==> src/rtl/spi_sensor_packet_rx.sv <==
// spi_sensor_packet_rx
// Read-only SPI Mode 0 slave that receives sensor packets from the Arduino
// master. SCK, CS and MOSI are oversampled in the clk domain. Each packet is
// header, sensor id, NUM_FIELDS signed 16-bit fields (MSB byte first), a flags
// byte and an XOR checksum. Good packets update a per-sensor register bank.
//
// Ports:
//   clk, rst_n      system clock (>= 4x SCK) and async active-low reset
//   cs_n, sck, sdi  raw asynchronous SPI inputs
//   field_data      per-sensor field bank, sensor s field f at [(s*NUM_FIELDS+f)*16 +: 16]
//   field_flags     last committed flags byte per sensor
//   sensor_seen     bit s set once sensor s has committed a packet
//   pkt_valid       one-cycle strobe per committed packet
//   pkt_sensor      sensor id of the last commit
//   frame_err_cnt   saturating count of short/long/bad-header frames
//   csum_err_cnt    saturating count of checksum failures
//   id_err_cnt      saturating count of out-of-range sensor ids
//   busy            high while a frame is being received
module spi_sensor_packet_rx #(
    parameter int          NUM_SENSORS = 2,
    parameter int          NUM_FIELDS  = 6,
    parameter logic [7:0]  HEADER_BYTE = 8'hAA,
    localparam int         PKT_BYTES   = 2*NUM_FIELDS+4,
    localparam int         ID_W        = (NUM_SENSORS > 1) ? $clog2(NUM_SENSORS) : 1
) (
    input  logic                             clk,
    input  logic                             rst_n,
    input  logic                             cs_n,
    input  logic                             sck,
    input  logic                             sdi,
    output logic [NUM_SENSORS*NUM_FIELDS*16-1:0] field_data,
    output logic [NUM_SENSORS*8-1:0]         field_flags,
    output logic [NUM_SENSORS-1:0]           sensor_seen,
    output logic                             pkt_valid,
    output logic [ID_W-1:0]                  pkt_sensor,
    output logic [7:0]                       frame_err_cnt,
    output logic [7:0]                       csum_err_cnt,
    output logic [7:0]                       id_err_cnt,
    output logic                             busy
);

    localparam int BC_W = $clog2(PKT_BYTES+1);

    localparam logic [1:0] ST_IDLE   = 2'd0;
    localparam logic [1:0] ST_RECV   = 2'd1;
    localparam logic [1:0] ST_CHECK  = 2'd2;
    localparam logic [1:0] ST_COMMIT = 2'd3;

    logic [1:0]      state;
    logic [2:0]      cs_sync;
    logic [2:0]      sck_sync;
    logic [1:0]      sdi_sync;
    logic [2:0]      sync_prime;
    logic            cs_pending;
    logic [2:0]      bit_cnt;
    logic [BC_W-1:0] byte_cnt;
    logic [7:0]      shift_reg;
    logic [7:0]      csum;
    logic            overrun;
    logic [7:0]      stage [PKT_BYTES];

    logic            cs_fall;
    logic            cs_rise;
    logic            sck_rise;
    logic [7:0]      shift_next;
    logic            len_bad;
    logic            hdr_bad;
    logic            csum_bad;
    logic            id_bad;
    logic            frame_good;
    logic [ID_W-1:0] commit_id;

    // Synchronisers. sync_prime marks when every cs stage holds a real sample,
    // so the reset preset of cs=1 can never fake a falling edge while the
    // master is still mid-frame at reset release.
    always_ff @(posedge clk or negedge rst_n) begin
        if (!rst_n) begin
            cs_sync    <= 3'b111;
            sck_sync   <= 3'b000;
            sdi_sync   <= 2'b00;
            sync_prime <= 3'b000;
        end else begin
            cs_sync    <= {cs_sync[1:0], cs_n};
            sck_sync   <= {sck_sync[1:0], sck};
            sdi_sync   <= {sdi_sync[0], sdi};
            sync_prime <= {sync_prime[1:0], 1'b1};
        end
    end

    assign cs_fall    = sync_prime[2] & cs_sync[2] & ~cs_sync[1];
    assign cs_rise    = ~cs_sync[2] & cs_sync[1];
    assign sck_rise   = sck_sync[1] & ~sck_sync[2] & ~cs_sync[1];
    assign shift_next = {shift_reg[6:0], sdi_sync[1]};

    assign len_bad    = (byte_cnt != BC_W'(PKT_BYTES)) || (bit_cnt != 3'd0) || overrun;
    assign hdr_bad    = (stage[0] != HEADER_BYTE);
    assign csum_bad   = (csum != stage[PKT_BYTES-1]);
    assign id_bad     = (32'(stage[1]) >= 32'(NUM_SENSORS));
    assign frame_good = !len_bad && !hdr_bad && !csum_bad && !id_bad;
    assign commit_id  = stage[1][ID_W-1:0];
    assign busy       = (state == ST_RECV);

    // Receive FSM: frame capture into the staging buffer and frame evaluation.
    always_ff @(posedge clk or negedge rst_n) begin
        if (!rst_n) begin
            state      <= ST_IDLE;
            cs_pending <= 1'b0;
            bit_cnt    <= 3'd0;
            byte_cnt   <= '0;
            shift_reg  <= 8'd0;
            csum       <= 8'd0;
            overrun    <= 1'b0;
            for (int i = 0; i < PKT_BYTES; i++) stage[i] <= 8'd0;
        end else begin
            if (cs_fall && (state == ST_CHECK || state == ST_COMMIT))
                cs_pending <= 1'b1;
            case (state)
                ST_IDLE: begin
                    if (cs_fall || cs_pending) begin
                        cs_pending <= 1'b0;
                        bit_cnt    <= 3'd0;
                        byte_cnt   <= '0;
                        csum       <= 8'd0;
                        overrun    <= 1'b0;
                        state      <= ST_RECV;
                    end
                end
                ST_RECV: begin
                    if (cs_rise) begin
                        state <= ST_CHECK;
                    end else if (sck_rise) begin
                        shift_reg <= shift_next;
                        bit_cnt   <= bit_cnt + 3'd1;
                        if (bit_cnt == 3'd7) begin
                            if (byte_cnt == BC_W'(PKT_BYTES)) begin
                                overrun <= 1'b1;
                            end else begin
                                for (int i = 0; i < PKT_BYTES; i++)
                                    if (byte_cnt == BC_W'(i)) stage[i] <= shift_next;
                                byte_cnt <= byte_cnt + BC_W'(1);
                                // The checksum byte itself is excluded from the XOR.
                                if (byte_cnt != BC_W'(PKT_BYTES-1))
                                    csum <= csum ^ shift_next;
                            end
                        end
                    end
                end
                ST_CHECK:  state <= frame_good ? ST_COMMIT : ST_IDLE;
                default:   state <= ST_IDLE;
            endcase
        end
    end

    // Error counters and register bank. The bank is written on the CHECK to
    // COMMIT transition so that it becomes visible together with pkt_valid.
    always_ff @(posedge clk or negedge rst_n) begin
        if (!rst_n) begin
            field_data    <= '0;
            field_flags   <= '0;
            sensor_seen   <= '0;
            pkt_valid     <= 1'b0;
            pkt_sensor    <= '0;
            frame_err_cnt <= 8'd0;
            csum_err_cnt  <= 8'd0;
            id_err_cnt    <= 8'd0;
        end else begin
            pkt_valid <= 1'b0;
            if (state == ST_CHECK) begin
                if (len_bad || hdr_bad) begin
                    if (frame_err_cnt != 8'hFF) frame_err_cnt <= frame_err_cnt + 8'd1;
                end else if (csum_bad) begin
                    if (csum_err_cnt != 8'hFF) csum_err_cnt <= csum_err_cnt + 8'd1;
                end else if (id_bad) begin
                    if (id_err_cnt != 8'hFF) id_err_cnt <= id_err_cnt + 8'd1;
                end else begin
                    for (int s = 0; s < NUM_SENSORS; s++) begin
                        if (commit_id == ID_W'(s)) begin
                            for (int f = 0; f < NUM_FIELDS; f++)
                                field_data[(s*NUM_FIELDS+f)*16 +: 16] <= {stage[2+2*f], stage[3+2*f]};
                            field_flags[s*8 +: 8] <= stage[PKT_BYTES-2];
                            sensor_seen[s]        <= 1'b1;
                        end
                    end
                    pkt_sensor <= commit_id;
                    pkt_valid  <= 1'b1;
                end
            end
        end
    end

endmodule

==> config.mk <==
export PLATFORM = sky130hd
export DESIGN_NAME = spi_sensor_packet_rx
export DESIGN_NICKNAME = d
export VERILOG_FILES = /design/src/rtl/spi_sensor_packet_rx.sv
export SDC_FILE = /design/constraint.sdc
export NUM_CORES = 1
export LEC_CHECK = 0
export BUFFER_PORTS_ARGS = -buffer_cell sky130_fd_sc_hd__buf_2
export CAP_MARGIN = 20
export CORE_MARGIN = 2
export CORE_UTILIZATION = 30
export CTS_CLUSTER_DIAMETER = 200
export DETAILED_ROUTE_END_ITERATION = 8
export PLACE_DENSITY = 0.53
export SETUP_SLACK_MARGIN = 0.2
export SYNTH_ARGS = -nofsm -noshare
export SYNTH_HDL_FRONTEND = slang
export SYNTH_SLANG_ARGS = --single-unit
==> constraint.sdc <==
create_clock -name clk -period 4 [get_ports clk]
set_input_delay 0.6 -clock clk [delete_from_list [all_inputs] [get_ports clk]]
set_output_delay 0.6 -clock clk [all_outputs]
set_load 0.03 [all_outputs]
* Word level (Yosys, flattened, before mapping)
Cells that the tools add are included.
Word-level totals: RAM bits 0, memories kept 0, output and inout bits 237, register bits after elaboration 402, bits of input ports 5, bits in latches 0, logic and storage cells 173, ROM bits 0
Operators by class: reduce and logical (&&, ||, !) cells 45, shift-type cells 0, div/mod/pow operators 0, $lt $le $gt $ge 1, multipliers 0, bitwise operators 15, $add $sub $neg 5, muxes and demuxes 34, equality and inequality tests 35
Operator list (count):
- AND reduction 6 bit | 18
- 2-to-1 mux 8 bit | 6
- equality test 5 x 4 -> 1 bit, second input constant | 8
- inequality test 8 bit, second input constant | 4
- 2-to-1 mux 5 bit | 5
- adder 8 x 1 -> 8 bit, second input constant | 3
- equality test 5 x 3 -> 1 bit, second input constant | 4
- case mux 8 bit (2 select lines) | 1
- AND reduction 5 bit | 3
- 2-to-1 mux 1 bit | 12
- AND reduction 4 bit | 3
- equality test 5 x 2 -> 1 bit, second input constant | 2
- inequality test 2 x 1 -> 1 bit, second input constant | 5
- case mux 5 bit (2 select lines) | 1
- 2-to-1 mux 3 bit | 3
- NOT 1 bit | 9
- >= comparator 8 x 2 -> 1 bit, second input constant | 1
- inequality test 8 bit | 1
- XOR 8 bit | 1
- AND reduction 7 bit | 1
- 2-to-1 mux 2 bit | 3
- inequality test 2 bit, second input constant | 3
- case mux 2 bit (3 select lines) | 1
- case mux 3 bit (2 select lines) | 1
- 20 further kinds | 36

* Depth between registers and ports, before layout
Gate-level depths: netlist of the first run.
word-level depth 9, gate-level depth with buffers 11

* Worst setup path after synthesis of the first run
No wires, ideal clock.
kind register to register, start register byte_cnt[0], end register field_data[153], path slack 1050 ps, clock period less this slack 2950 ps, required time 3873 ps, data arrival time 2823 ps, library setup time 127 ps, buffers on the path 4, stages on the path, launching flop included 12, cell sequence dfrtp_1 inv_1 ha_1 clkbuf_1 nand4bb_1 or4_4 nor4_4 and3_1 buf_4 buf_6 buf_6 mux2_1
On the way: cells in the longest elaborated chain, start to end 6
RTL lines:
- start: declaration | RTL line 56 | logic [BC_W-1:0] byte_cnt;
- start signal: assignment | RTL line 140 | byte_cnt <= byte_cnt + BC_W'(1);
- inequality test 5 bit | RTL line 95 | assign len_bad = (byte_cnt != BC_W'(PKT_BYTES)) || (bit_cnt != 3'd0) || overrun;
- logical OR 1 bit (2 in series) | RTL line 95
- logical OR 1 bit | RTL line 169 | if (len_bad || hdr_bad) begin
- NOT 1 bit (no line)
- AND reduction 5 bit (no line)
- end signal: indexed assignment | RTL line 179 | field_data[(s*NUM_FIELDS+f)*16 +: 16] <= {stage[2+2*f], stage[3+2*f]};
- end: declaration | RTL line 31 | output logic [NUM_SENSORS*NUM_FIELDS*16-1:0] field_data,
Every way passes these cells. A chain may end at the register's enable or synchronous reset.

* Worst setup path in the final report of the first run
start register byte_cnt[1], end register field_data[110]
The elaborated chain is that of the path after synthesis.

==> flow_summary.ini, run 1 <==
[synth]
synth_cell_type_count = 48
synth_most_common_cell = dfrtp_1
synth_flop_cell = dfrtp_1
ys_warn_count = 0
synth.area.top_cells = dfrtp_1 (63%), mux2_2 (19%), mux2_1 (5.1%)
synth_top_area_cell = dfrtp_1
async_flop_share = 1.00
yosysTopAreaCellShare = 0.635
synth_edf_count = 0
ys_seq_area_frac = 0.640
syn-num-nets = 1033
avgSynthCellArea_um2 = 15.5
synth_cells = 1017
syn-cell-area_um2 = 15700
yosys-top-cells-count = dfrtp_1 (399), mux2_2 (261), mux2_1 (71)
ys_ff_latch = 402

[die]
ios = 242
core_um2 = 51600
start_util = 0.305
rows = 83
die_area_um2 = 54300
fp.dieH_um = 233
die_w_um = 233

[pwr]
p_leak_uw = 0.0104
swShare = 0.247
power_frac_seq = 0.460
p_switching_uw = 2310
p_per_area_nw_per_um2 = 485
combPwrFrac = 0.080
internal_power_uw = 7050
clkPwrFrac = 0.460
ir_drop_v = 0.000294

[clocking]
cts_buffers = 45
htree_levels = 2
cts_tree = yes
cts.clk_slew.worst_paths_ns = 0.06
post_cts_buffers = 0
clockBufferDepth = 3
root_buffer = clkbuf_16
clkLatencyLatePin_ns = 0.57
post_cts_resized = 0
clock_sinks = 402
cts_hold_buffers = 0

[sta]
fin_tns_setup_ns = 0
max_freq_mhz = 288
fin_skew_ns = 0.0204
rsz0062_at_grt = false
fin_crit_ns = 3.47
fin_crit_sh = 0.868
tightestPinTransition_ns = 1.06
final_hold_viol_count = 0
setup_viol = 0
relSlewSlack = 0.292
report.final.slew_viol_count = 0

[final_layout]
largest_register_ffs = 192
final_nets = 1298
reg_top3 = field_data: 192 flops, stage: 127 flops, field_flags: 16 flops
drive_gt1_frac = 0.472
area_growth_pct = 22.7
fin_cells = 1993
regMostFlops = field_data
fillCellCount = 4890
n_antenna_cell = 0

[critical_path]
r2r_cells = 8
max_stage_delay_ns = 0.66
critPathCaptureType = flip-flop
worstPathRequired_ns = 4.44
cp_slowest_cell = or4_4
startpoint_type = flip-flop
crit_type = flip-flop to flip-flop
arrival_ns = 3.91
crit_chain = inv_1, ha_1, nand4bb_1, or4_4, nor4_4, and3_4, buf_12, mux2_2
cp_max_fo = 68

[global_routing]
grt-ovfl-total = 0
antenna_found_initial = 1
grt_pass1_vias = 9865
grt_use_total = 0.146
grt_first_pass_wirelength_um = 60400
grt_max_degree = 104

[route]
via_per_inst = 4.61
drt-total-wl_um = 38900
route.antenna.remaining_nets = 0
dr.pass1.iters = 5
drt_drc_violations_left = 0
vias = 9179
dr.first_iter.drc_count = 341
wire_per_inst_um = 19.5

[min_path]
hold_class = input port to asynchronous set/reset pin

[status]
status = finished, final reports clean

[place]
gp_congestion = 0.780
placed_cells = 1915
portBuffers = 241
dpl.hpwl_um = 25300

[run]
drv_cap = 0
[cell type report]
cell class / count / area (µm²) / area share
clock inverter: 11 / 209 / 0.0108
inverter: 13 / 48.8 / 0.00253
multi-input combinational: 554 / 5350 / 0.277
clock buffer: 67 / 1330 / 0.0688
timing repair buffer: 266 / 1470 / 0.0759
tap: 680 / 851 / 0.0440
sequential: 402 / 10100 / 0.521
[per-stage QoR]
step	total power (µW)	hold WS, ns	utilization	worst slack, ns	area (µm²)
after CTS	9560	0.0938	0.374	0.541	19300
after floorplan	4730	0.304	-	1.05	15700
after global routing	9810	0.108	0.374	0.312	19300
final	9360	0.103	0.374	0.529	19300
after global placement	5150	0.333	0.344	0.674	17800
after detailed placement	5170	0.337	0.344	0.555	17800
[per-layer routing]
metal	track usage	wire length [µm]
met5	0	0
met4	0.0468	942
met3	0.0265	1660
met2	0.246	19100
met1	0.189	17200
[path summary, 6_finish.rpt]
kind | start | end | slack (ns)
min in group clk | cs_n | cs_sync[0]$_DFF_PN1_ | 0.14
min reg2reg | sdi_sync[0]$_DFF_PN0_ | sdi_sync[1]$_DFF_PN0_ | 0.35
min | rst_n | field_data[72]$_DFFE_PN0P_ | 0.10
max | byte_cnt[1]$_DFFE_PN0P_ | field_data[110]$_DFFE_PN0P_ | 0.53
max reg2reg | byte_cnt[1]$_DFFE_PN0P_ | field_data[110]$_DFFE_PN0P_ | 0.53
max in group asynchronous | rst_n | field_data[93]$_DFFE_PN0P_ | 2.98
[logic make-up after synthesis]
| logic type | share of synthesized area |
|---|---|
| other | 0.000238 |
| AOI/OAI and AO/OA | 0.00803 |
| xor gates and xnor gates | 0.0195 |
| and+or+nand+nor | 0.0477 |
| buffers and inverters | 0.0215 |
| muxes | 0.255 |
| adders and majority gates | 0.00875 |
| DFF | 0.640 |
[worst max-delay path: cells and delay by family (launching register included)]
| kind | cells | cell delay, ns |
|---|---|---|
| flip-flops | 1 | 0.41 |
| multiplexers | 1 | 0.40 |
| AND/OR/NAND/NOR | 4 | 1.71 |
| buffers and inverters | 2 | 0.40 |
| adder cells (fa/ha/maj) | 1 | 0.27 |
[placed cells by master (no fill, tap or decap), types with 7 or more instances in the layout]
master	count
buf_4	20
nand2_1	31
inv_1	13
nand4_1	14
mux2_4	16
buf_2	240
xnor2_1	24
xor2_1	11
mux2_1	71
ha_1	11
o21ai_0	8
mux2_2	261
clkbuf_1	10
nand3_1	12
nor2_1	27
nor3_1	7
clkbuf_8	12
dfrtp_1	399
clkbuf_16	45
nand4b_1	9
[power by group through the flow]
stage	combinational, µW	clock, µW	sequential [µW]
2_1_floorplan	401	0	4330
3_3_place_gp	770	0	4380
3_5_place_dp	787	0	4380
4_1_cts	791	4460	4310
5_1_grt	846	4640	4320
6_report	750	4310	4300
No activity file was read; power rests on OpenSTA's default activity.
==> run 2, diff against run 1 <==
==> constraint.sdc (replaced) <==
create_clock -name clk -period 4.5 [get_ports clk]
set_input_delay 0.675 -clock clk [delete_from_list [all_inputs] [get_ports clk]]
set_output_delay 0.675 -clock clk [all_outputs]
set_load 0.01 [all_outputs]
==> flow_summary.ini, run 2 (synthesis gave the netlist of run 1 again) <==
[place]
place_ws_ns = 1.12
gp_congestion = 0.741
portBuffers = 241
placed_cells = 1910
dpl.hpwl_um = 25600

[final_layout]
final_common_cell = dfrtp_1
regArea_um2 = 10100
area_growth_pct = 23.3
reg_top3 = field_data: 192 flops, stage: 127 flops, field_flags: 16 flops
regMostFlops = field_data
drive_gt1_frac = 0.471
largest_register_ffs = 192
final_nets = 1296
layout_common_cells = dfrtp_1 (399), mux2_2 (261), buf_2 (240), mux2_1 (71), clkbuf_16 (49)
fin_cells = 2000
n_antenna_cell = 0
fillCellCount = 4940
multi_input_area_um2 = 5350

[pwr]
p_leak_uw = 0.0104
p_switching_uw = 2110
ir_drop_v = 0.000254
combPwrFrac = 0.075
p_total_uw = 8530
clkPwrFrac = 0.477
power_frac_seq = 0.447
swShare = 0.247
internal_power_uw = 6420
p_per_area_nw_per_um2 = 440

[critical_path]
crit_type = flip-flop to flip-flop
critPathCaptureType = flip-flop
rr_startpoint = byte_cnt[0]$_DFFE_PN0P_
startpoint_type = flip-flop
worstPathRequired_ns = 4.95
cp_max_fo = 61
worstSetupStartpoint = byte_cnt[0]$_DFFE_PN0P_
arrival_ns = 3.89

[route]
dr.pass1.iters = 4
wire_per_inst_um = 19.5
drt_drc_violations_left = 0
vias = 9184
route.antenna.remaining_nets = 0
dr.first_iter.drc_count = 408
drt-total-wl_um = 39000
via_per_inst = 4.59

[clocking]
cts_hold_buffers = 0
clockBufferDepth = 3
cts_tree = yes
post_cts_buffers = 0
clkLatencyLatePin_ns = 0.58
cts.clk_slew.worst_paths_ns = 0.06
post_cts_resized = 0
clock_sinks = 402
cts_buffers = 48
htree_levels = 2
root_buffer = clkbuf_16

[sta]
fin_skew_ns = 0.0186
max_freq_mhz = 291
fin_crit_sh = 0.764
fin_tns_setup_ns = 0
setup_viol = 0
timing.hold.ws_ns = 0.197
tightestPinTransition_ns = 1.05
final_hold_viol_count = 0
report.final.slew_viol_count = 0
rsz0062_at_grt = false
fin_crit_ns = 3.44
relSlewSlack = 0.303
finalWorstSetupSlack_ns = 1.06

[global_routing]
grt_first_pass_wirelength_um = 59900
grt_pass1_vias = 9783
antenna_found_initial = 1
grt-ovfl-total = 0
grt_max_degree = 122
grt_use_total = 0.145

[min_path]
hold_class = input port to flip-flop
hold_start = cs_n

[status]
status = finished, final reports clean

[die]
rows = 83
die_area_um2 = 54300
ios = 242
fp.dieH_um = 233
start_util = 0.305
core_um2 = 51600
die_w_um = 233

[run]
drv_cap = 0
[run 2: changes by cell type in the layout (fill, tap and decap cells not counted)]
cell | previous run | this run
clkinv_2 | 4 | 5
bufinv_16 | 6 | 7
clkinv_4 | 0 | 1
clkbuf_16 | 45 | 49
clkinvlp_4 | 0 | 2
clkbuf_8 | 12 | 7
inv_6 | 1 | 4
buf_4 | 20 | 16
buf_12 | 5 | 4
clkbuf_1 | 10 | 15
[run 2: metrics by stage]
step / area, µm² / utilization
floorplan: 15700 / -
global placement: 17700 / 0.343
detailed placement: 17700 / 0.343
CTS: 19400 / 0.376
global route: 19400 / 0.376
finish: 19400 / 0.376
[run 2: routing by layer]
metal  share of wire  GRT usage  vias up
met1            0.44      0.186     4817
met4           0.022     0.0406        0
li1                -          -     4124
met5               0          0        -
met2            0.49      0.247      182
met3           0.046     0.0309       61
[run 2: power groups by stage]
stage	registers (µW)	clock network, µW	logic, µW
finish	3820	4070	644
global route	3830	4370	732
CTS	3830	4190	674
detailed placement	3890	0	672
global placement	3880	0	666
floorplan	3830	0	350
[run 2: final cells by class]
| class | count | area share |
|---|---|---|
| clock buffers | 71 | 0.0711 |
| clock inverters | 19 | 0.0152 |
| inverters | 13 | 0.00252 |
| multi-input cells | 554 | 0.276 |
| flip-flops and latches | 402 | 0.519 |
| well taps | 680 | 0.0439 |
| repair buffers | 261 | 0.0730 |
[run 2: path summary, 6_finish.rpt]
kind	endpoint	slack [ns]	cells past startpoint
max reg2reg	field_data[112]$_DFFE_PN0P_	1.06	8
min reg2reg	sck_sync[1]$_DFF_PN0_	0.34	0
min in group asynchronous	field_data[168]$_DFFE_PN0P_	0.22	1
max	field_data[112]$_DFFE_PN0P_	1.06	8
max in group asynchronous	field_data[156]$_DFFE_PN0P_	3.20	2
min	cs_sync[0]$_DFF_PN1_	0.20	1
[run 2: worst max-delay path, stage by stage (launching register included)]
cell	delay, ns
dfrtp_1	0.44
inv_1	0.11
ha_1	0.26
nand4bb_1	0.25
or4_4	0.63
nor4_4	0.50
and3_4	0.32
buf_12	0.28
mux2_2	0.39
==> run 3, diff against run 2 <==
- clock period: 4.5 -> 3.3 ns (I/O delays scaled with it)
==> flow_summary.ini, run 3 (synthesis gave the netlist of run 1 again) <==
[final_layout]
regMostFlops = field_data
largest_register_ffs = 192
multi_input_area_um2 = 5370
final_nets = 1308
reg_top3 = field_data: 192 flops, stage: 127 flops, field_flags: 16 flops
layout_common_cells = dfrtp_1 (398), mux2_2 (261), buf_2 (240), mux2_1 (71), clkbuf_16 (47)
final_common_cell = dfrtp_1
regArea_um2 = 10100
area_growth_pct = 23.2
drive_gt1_frac = 0.480
n_antenna_cell = 0
fillCellCount = 4900

[place]
gp_congestion = 0.736
dpl.hpwl_um = 25600
portBuffers = 241
place_ws_ns = 0.292

[min_path]
holdPathStages = 1
hold_class = input port to flip-flop
hold_end = cs_sync[0]$_DFF_PN1_
hold_start = cs_n

[critical_path]
crit_type = flip-flop to flip-flop
critPathCaptureType = flip-flop
startpoint_type = flip-flop
r2r_cells = 6
rr_startpoint = bit_cnt[2]$_DFFE_PN0P_
r2r_slack_ns = 0.28
crit_top_cell = or4_4
crit_chain = or4_4, or4_4, nor4_4, and3_4, buf_12, mux2_1
r2r-end = field_data[178]$_DFFE_PN0P_
worstPathRequired_ns = 3.73
cp_max_fo = 45
arrival_ns = 3.46
max_stage_delay_ns = 0.55
cp_slowest_cell = or4_4

[clocking]
clock_sinks = 402
htree_levels = 2
cts_buffers = 44
cts_tree = yes
clockBufferDepth = 3
root_buffer = clkbuf_16
cts.clk_slew.worst_paths_ns = 0.06
clkLatencyLatePin_ns = 0.56

[sta]
fin_crit_sh = 0.916
fin_crit_ns = 3.02
tightestPinTransition_ns = 1.03
fin_tns_setup_ns = 0
rsz0062_at_grt = true
setup_viol = 0
relSlewSlack = 0.316
fin_skew_ns = 0.0258
final_hold_viol_count = 0
max_freq_mhz = 331
report.final.slew_viol_count = 0
finalWorstSetupSlack_ns = 0.277

[die]
core_um2 = 51600
ios = 242
rows = 83
die_w_um = 233
die_area_um2 = 54300
fp.dieH_um = 233
start_util = 0.305

[global_routing]
grt_pass1_vias = 9753
grt_first_pass_wirelength_um = 60000
grt_max_degree = 106
grt-ovfl-total = 0
antenna_found_initial = 0
grt_use_total = 0.145

[run]
drv_cap = 0

[route]
dr.pass1.iters = 4
wire_per_inst_um = 19.5
vias = 9204
drt_drc_violations_left = 0
dr.first_iter.drc_count = 342
via_per_inst = 4.59
route.antenna.remaining_nets = 0
drt-total-wl_um = 39100

[pwr]
ir_drop_v = 0.000310
p_per_area_nw_per_um2 = 561
p_leak_uw = 0.0104

[status]
status = finished, final reports clean
-- run 3: worst max path at each step --
stage | start | end | slack (ns)
2_1_floorplan | byte_cnt[0]$_DFFE_PN0P_ | field_data[153]$_DFFE_PN0P_ | 0.35
3_3_place_gp | byte_cnt[0]$_DFFE_PN0P_ | field_data[106]$_DFFE_PN0P_ | 0.35
3_5_place_dp | byte_cnt[0]$_DFFE_PN0P_ | field_data[119]$_DFFE_PN0P_ | 0.29
4_1_cts | byte_cnt[0]$_DFFE_PN0P_ | field_data[143]$_DFFE_PN0P_ | 0.30
5_1_grt | bit_cnt[2]$_DFFE_PN0P_ | field_data[178]$_DFFE_PN0P_ | 0.17
6_report | bit_cnt[2]$_DFFE_PN0P_ | field_data[178]$_DFFE_PN0P_ | 0.28
-- run 3: through the flow --
stage / hold WS, ns / cell area [µm²] / total power (µW) / instances / util
finish: 0.0559 / 19400 / 10900 / 2007 / 0.376
detailed placement: 0.335 / 17800 / 6220 / 1919 / 0.346
floorplan: 0.199 / 15700 / 5700 / 1017 / -
global placement: 0.333 / 17800 / 6210 / 1919 / 0.346
CTS: 0.0115 / 19300 / 11100 / 2003 / 0.374
global route: 0.0141 / 19400 / 11400 / 2007 / 0.376
-- run 3: metal layers --
layer / part of all wire / global-route usage
met1: 0.45 / 0.194
met2: 0.49 / 0.240
met3: 0.044 / 0.0315
met4: 0.019 / 0.0364
met5: 0 / 0
-- run 3: cell type report --
type | instances | share of cell area
Clock buffer | 64 | 0.0670
Clock inverter | 17 | 0.00581
Tap cell | 680 | 0.0439
Sequential cell | 402 | 0.519
Multi-Input combinational cell | 554 | 0.277
Inverter | 13 | 0.00252
Timing Repair Buffer | 277 | 0.0846
-- run 3: timing repair --
| item | 4_1_cts | 5_1_grt |
|---|---|---|
| resized for setup | 0 | 9 |
| endpoints found under the setup margin | 0 | 58 |
| endpoints found under the hold margin | 20 | 0 |
| setup buffers | 0 | 2 |
| hold buffers | 3 | 0 |
-- run 3: where the power goes --
group	leakage, µW	internal, µW	switching, µW
Clock	0.000699	2750	2010
Combinational	0.00417	282	519
Sequential	0.00557	5040	274
-- run 3: critical path: cells and delay by family (launching register included) --
| kind | cells | cell delay, ns |
|---|---|---|
| buffers and inverters | 1 | 0.29 |
| muxes | 1 | 0.36 |
| and+or+nand+nor | 4 | 1.82 |
| DFF | 1 | 0.40 |
